### src/rtl/programm_lader.sv
// programm_lader -- byte-stream boot loader for the instruction RAM.
//
// Collects incoming bytes into WORDSIZE-bit words and writes each word into
// the RAM using a 4-phase request/acknowledge handshake. The CPU is held in
// reset until the complete image has been written, then released.
//
// Ports:
//   Clock          system clock, all state changes on posedge
//   Reset          synchronous, active-low reset
//   Start          begin a load session (ignored while Belegt)
//   WortAnzahl     number of words to load, sampled together with Start
//   ByteDaten      stream byte
//   ByteGueltig    ByteDaten valid
//   ByteBereit     loader accepts a byte (transfer = ByteGueltig & ByteBereit)
//   RAMAdresse     RAM write address
//   RAMDaten       RAM write data
//   RAMSchreiben   RAM write request
//   RAMGeschrieben RAM write done
//   Belegt         session active; selects the loader side of the RAM mux
//   CPUReset       active-high reset to the CPU
//   Fertig         image loaded, CPU released
//   Fehler         requested word count exceeds RAM depth
//   Pruefsumme     XOR of all words written in this session
module programm_lader #(
  parameter int                      WORDSIZE        = 32,
  parameter int                      WORDS           = 256,
  parameter int                      ADRESSBREITE    = 32,
  parameter logic [ADRESSBREITE-1:0] BASISADRESSE    = '0,
  parameter bit                      ERSTES_BYTE_MSB = 1'b1
) (
  input  logic                    Clock,
  input  logic                    Reset,
  input  logic                    Start,
  input  logic [ADRESSBREITE-1:0] WortAnzahl,
  input  logic [7:0]              ByteDaten,
  input  logic                    ByteGueltig,
  output logic                    ByteBereit,
  output logic [ADRESSBREITE-1:0] RAMAdresse,
  output logic [WORDSIZE-1:0]     RAMDaten,
  output logic                    RAMSchreiben,
  input  logic                    RAMGeschrieben,
  output logic                    Belegt,
  output logic                    CPUReset,
  output logic                    Fertig,
  output logic                    Fehler,
  output logic [WORDSIZE-1:0]     Pruefsumme
);

  localparam int BYTES = WORDSIZE / 8;
  localparam int BCW   = (BYTES > 1) ? $clog2(BYTES) : 1;

  typedef enum logic [2:0] {
    LEERLAUF,
    SAMMELN,
    SCHREIBEN,
    WARTEN,
    FERTIG,
    FEHLER
  } zustand_t;

  zustand_t                state, nextState;
  logic [BCW-1:0]          byteCnt;
  logic [ADRESSBREITE-1:0] wordCnt;
  logic [ADRESSBREITE-1:0] countLatch;
  logic [WORDSIZE-1:0]     wordBuf;
  logic [WORDSIZE-1:0]     mergedWord;
  logic                    idle;
  logic                    transfer;
  logic                    lastByte;
  logic                    tooMany;
  logic                    sessionStart;

  assign idle         = (state == LEERLAUF) || (state == FERTIG) || (state == FEHLER);
  assign transfer     = (state == SAMMELN) && ByteGueltig;
  assign lastByte     = (byteCnt == BCW'(BYTES - 1));
  // Widened compare so a WORDS value that does not fit ADRESSBREITE stays correct.
  assign tooMany      = 64'(WortAnzahl) > 64'(WORDS);
  assign sessionStart = idle && Start && (WortAnzahl != '0) && !tooMany;

  // State register
  always_ff @(posedge Clock) begin
    if (!Reset) state <= LEERLAUF;
    else        state <= nextState;
  end

  // Next-state logic
  always_comb begin
    nextState = state;
    unique case (state)
      LEERLAUF, FERTIG, FEHLER: begin
        if (Start) begin
          if (WortAnzahl == '0) nextState = FERTIG;
          else if (tooMany)     nextState = FEHLER;
          else                  nextState = SAMMELN;
        end
      end
      SAMMELN:   if (transfer && lastByte) nextState = SCHREIBEN;
      SCHREIBEN: if (RAMGeschrieben)       nextState = WARTEN;
      WARTEN: begin
        if (!RAMGeschrieben)
          nextState = (wordCnt == countLatch) ? FERTIG : SAMMELN;
      end
      default:   nextState = LEERLAUF;
    endcase
  end

  // Control outputs decoded from state
  always_comb begin
    ByteBereit   = 1'b0;
    RAMSchreiben = 1'b0;
    Belegt       = 1'b0;
    CPUReset     = 1'b1;
    Fertig       = 1'b0;
    Fehler       = 1'b0;
    unique case (state)
      SAMMELN:   begin ByteBereit = 1'b1;   Belegt = 1'b1; end
      SCHREIBEN: begin RAMSchreiben = 1'b1; Belegt = 1'b1; end
      WARTEN:    Belegt = 1'b1;
      FERTIG:    begin Fertig = 1'b1; CPUReset = 1'b0; end
      FEHLER:    Fehler = 1'b1;
      default:   ;
    endcase
  end

  // Place the incoming byte into the slot selected by the byte counter.
  always_comb begin
    mergedWord = wordBuf;
    for (int unsigned i = 0; i < BYTES; i++) begin
      if (byteCnt == BCW'(i)) begin
        if (ERSTES_BYTE_MSB) mergedWord[WORDSIZE-1-8*i -: 8] = ByteDaten;
        else                 mergedWord[8*i +: 8]            = ByteDaten;
      end
    end
  end

  // Datapath registers
  always_ff @(posedge Clock) begin
    if (!Reset) begin
      byteCnt    <= '0;
      wordCnt    <= '0;
      countLatch <= '0;
      wordBuf    <= '0;
      RAMDaten   <= '0;
      RAMAdresse <= BASISADRESSE;
      Pruefsumme <= '0;
    end else begin
      if (sessionStart) begin
        countLatch <= WortAnzahl;
        wordCnt    <= '0;
        byteCnt    <= '0;
        wordBuf    <= '0;
        RAMAdresse <= BASISADRESSE;
        Pruefsumme <= '0;
      end
      if (transfer) begin
        if (lastByte) begin
          RAMDaten <= mergedWord;
          wordBuf  <= '0;
          byteCnt  <= '0;
        end else begin
          wordBuf  <= mergedWord;
          byteCnt  <= byteCnt + BCW'(1);
        end
      end
      if ((state == SCHREIBEN) && RAMGeschrieben) begin
        Pruefsumme <= Pruefsumme ^ RAMDaten;
        RAMAdresse <= RAMAdresse + ADRESSBREITE'(1);
        wordCnt    <= wordCnt + ADRESSBREITE'(1);
      end
    end
  end

endmodule

### config.mk
export PLATFORM = sky130hd
export DESIGN_NAME = programm_lader
export DESIGN_NICKNAME = d
export VERILOG_FILES = /design/src/rtl/programm_lader.sv
export SDC_FILE = /design/constraint.sdc
export NUM_CORES = 1
export LEC_CHECK = 0
export CAP_MARGIN = 20
export CORE_AREA = 10 10 169 139
export CTS_BUF_LIST = sky130_fd_sc_hd__clkbuf_4 sky130_fd_sc_hd__clkbuf_8
export DETAILED_ROUTE_END_ITERATION = 10
export DIE_AREA = 0 0 179 149
export PLACE_DENSITY = 0.81
export SYNTH_ARGS = -nofsm -noshare
export SYNTH_HDL_FRONTEND = slang
export SYNTH_SLANG_ARGS = --single-unit
### constraint.sdc
create_clock -name Clock -period 2.1 [get_ports Clock]
set_input_delay 0.42 -clock Clock [delete_from_list [all_inputs] [get_ports Clock]]
set_output_delay 0.42 -clock Clock [all_outputs]
set_load 0.1 [all_outputs]
==> out/results.tsv <==
stage	metric	value	unit
sta	final setup margin	0.0901	ns
min_path	Hold Path Cell Cnt	3	
sta	Tmin final	2.01	ns
critical_path	Critical path buffers and inverters	3	
critical_path	critical-path cell list	clkdlybuf4s50_1, nor4_1, nand4_1, a2111o_2, buf_12, buf_12, a211oi_1, nor2_1	
sta	Max Fclk	498	MHz
power	clock power share	35.1	%
job	max_cap viols	0	
critical_path	reg-to-reg startpoint	wordCnt[6]	
floorplanning	row cnt	47	
logic_synthesis	Post-Synth XOR/XNOR Area	5.51	%
sta	Max Slew Vio Count	0	
logic_synthesis	top cells by instance count after synthesis	dfxtp_1, nor2_1, a21oi_1	
placed_design	Placer Congestion	0.895	
critical_path	Crit Path Class	in -> reg	
final_layout	ANT cells	0	
power	switching pwr	1.70	mW
power	Int Power	4.69	mW
logic_synthesis	Synth Area in Compound Gates	19.6	%
power	leakage	4.78	nW
placed_design	DP Worst Slack	-0.603	ns
sta	Total Negative Setup Slacks	0	ns
critical_path	CP endpoint kind	flip-flop	
sta	hold slack	0.355	ns
critical_path	Worst path slowest cell	a2111o_2	
final_layout	register area	3850	um2
logic_synthesis	ys flop type	dfxtp_1	
sta	Slew HR	44.1	%
logic_synthesis	Seq/Total Area, Yosys	42.5	%
power	Worst VDD drop	0.418	mV
critical_path	CP max FO	23	
grt	GRT Residual Overflow	0	
critical_path	Worst Reg-to-Reg Cells	5	
min_path	Hold EP	RAMAdresse[1]	
placed_design	Post-DP HPWL	18700	um
grt	number of global-route vias before repair	8309	
final_layout	Layout area overhead	30.2	%
sta	Tcrit/Tclk final	95.7	%
critical_path	WP data required	2.48	ns
critical_path	crit path launch type	input port	
clocking	CTS H-Tree Depth	4	
detailed_routing	initial DRC count	916	
final_layout	fillers	1796	
grt	total track usage	19.1	%
logic_synthesis	syn_nets	1119	
logic_synthesis	mux contribution to synthesized area	3.48	%
floorplanning	Die Wd	179	um
critical_path	r2r setup slk	0.11	ns
floorplanning	core area	20300	um2
power	combinational share of power	8.6	%
logic_synthesis	Avg Synthesized Cell Area	8.34	um2
critical_path	CP most frequent cell	buf_12	
logic_synthesis	area leader, netlist	dfxtp_1	
min_path	Worst Min Path Start	Reset	
clocking	worst-skew pair later-pin latency	0.48	ns
grt	largest net degree at the start of global routing	68	
clocking	CTS tree	done	
floorplanning	die height	149	um
clocking	Root Driver	clkbuf_8	
grt	first-pass GRT wire length	42500	um
power	power density over the cells	551	nW/um2
sta	Hold Fails Final Rpt	0	
sta	Worst-Margin Slew	0.835	ns
floorplanning	io pins	147	
final_layout	layout cells sized above 1	23.7	%
power	Flop pwr share	56.3	%
critical_path	CP arrival	2.39	ns
detailed_routing	routed via count	8716	
clocking	CTS Sinks	189	
critical_path	max incr delay on CP	0.46	ns
logic_synthesis	Synth Register Bits	189	
placed_design	IO buf count	146	
power	switch share	26.6	%
sta	RSZ-0062 raised after global routing	false	
logic_synthesis	most frequent cell after synthesis	dfxtp_1	
power	post-layout power	6.39	mW
detailed_routing	vias per inst	5.72	
detailed_routing	Pre-Repair DR Iteration Count	5	
critical_path	reg2reg end	wordCnt[23]	
logic_synthesis	largest family of logic cells by synthesized area	simple AND/OR/NAND/NOR gates	
logic_synthesis	Syn Inst Count	1068	
min_path	min-delay worst type	in -> reg	
sta	Clock Skews	0.0184	ns
final_layout	multi-input logic area	4860	um2
critical_path	CP top delay family	buffers and inverters	
final_layout	final core occ	57.2	%
logic_synthesis	synth unique cells	60	
detailed_routing	Antenna Violating Nets Remaining	0	
clocking	maximum buffer depth of the clock tree	2	
logic_synthesis	EDFF count, synth	0	
floorplanning	die area	26700	um2
logic_synthesis	synthesis warning total	0	
clocking	Worst-path clk slew	0.10	ns
logic_synthesis	largest cells by area after synthesis	dfxtp_1, a21oi_1, and3_1, xor2_1, nor2_1	
detailed_routing	Avg WL per Cell	17.2	um
sta	Final setup viols	0	
clocking	TritonCTS buffer count	17	
logic_synthesis	Adder-Cell Fraction of Synth Area	0.843	%
logic_synthesis	ys async rst share	0	%
detailed_routing	drt drc	0	
logic_synthesis	synthesized area	8910	um2
detailed_routing	Routed WL	26200	um
final_layout	layout net count	1294	
grt	initial antenna violation count	0	
floorplanning	Starting Density	43.9	%
logic_synthesis	top cell type's share of synthesized area	42.5	%
logic_synthesis	simple-gate area share of the yosys netlist	23.4	%
run_status	outcome	finished clean	
-- layer usage --
layer | up-vias | part of all wire (%) | GRT usage [%]
met5 | - | 0 | 0
li1 | 4232 | - | -
met3 | 41 | 8.4 | 4.61
met4 | 0 | 1.4 | 5.20
met2 | 330 | 45 | 29.3
met1 | 4113 | 46 | 26.1
-- worst max-delay path by stage --
stage	start	endpoint	cells past startpoint
detailed placement	WortAnzahl[4]	wordBuf[10]	8
floorplan	state[1]	RAMSchreiben	3
global route	WortAnzahl[19]	wordCnt[28]	8
finish	WortAnzahl[27]	wordBuf[14]	8
global placement	WortAnzahl[4]	wordBuf[11]	8
CTS	state[0]	Belegt	4
-- stage by stage --
step / area (um2) / instances
after global placement: 11200 / 1490
after detailed placement: 11200 / 1492
after CTS: 11500 / 1525
after floorplan: 9030 / 1068
final: 11600 / 1525
after global routing: 11600 / 1525
-- registers in the layout (all words and copies together) (netlist names) --
| signal | cells |
|---|---|
| countLatch | 32 |
| Pruefsumme | 32 |
| byteCnt | 2 |
| wordBuf | 24 |
| RAMAdresse | 32 |
| RAMDaten | 32 |
| wordCnt | 32 |
| state | 3 |
-- layout make-up --
cell class | count | share of cell area, %
clock inverters | 14 | 0.928
multi-input cells | 782 | 41.9
well taps | 269 | 2.90
repair buffers | 242 | 18.5
flip-flops and latches | 189 | 33.2
inverters | 11 | 0.388
clock buffers | 18 | 2.14
-- layout by cell type (no fill, tap or decap), types with 19 or more instances in the layout --
cell type,instances
buf_12,19
dfxtp_1,160
a21oi_1,95
mux2i_1,31
nand2_1,81
nor2_1,100
buf_4,179
nand3_1,21
nor4_1,21
nand4_1,23
o21ai_0,71
clkdlybuf4s50_1,35
a31oi_1,24
nor3_1,48
and3_1,68
a211oi_1,34
xor2_1,44
-- power by group through the flow --
| stage | combinational [mW] | clock, mW | sequential (mW) |
|---|---|---|---|
| global placement | 0.530 | 0 | 3.68 |
| detailed placement | 0.537 | 0 | 3.68 |
| CTS | 0.539 | 2.27 | 3.59 |
| floorplan | 0.276 | 0 | 3.67 |
| finish | 0.551 | 2.24 | 3.59 |
| global route | 0.588 | 2.41 | 3.60 |
-- tightest hold or removal path: cells and delay by family --
family / cells / cell delay [ns]
buffers and inverters: 2 / 0.24
AND/OR/NAND/NOR: 1 / 0.12
-- timing repair --
action | CTS | global route
hold buffers | 0 | 0
setup buffers | 1 | 0
endpoints found under the setup margin | 76 | 65
resized for setup | 12 | 14
pin swaps | 5 | 2
-- kinds of logic (layout without fill, tap and decap cells) --
group | after synthesis | after routing
AND/OR/NAND/NOR | 408 | 408
AO/OA/AOI/OAI | 281 | 281
flip-flops | 189 | 189
buffers and inverters | 97 | 285
XOR/XNOR | 56 | 56
multiplexers | 31 | 31
adder cells (fa/ha/maj) | 6 | 6
(Power assumes the default switching activity.)
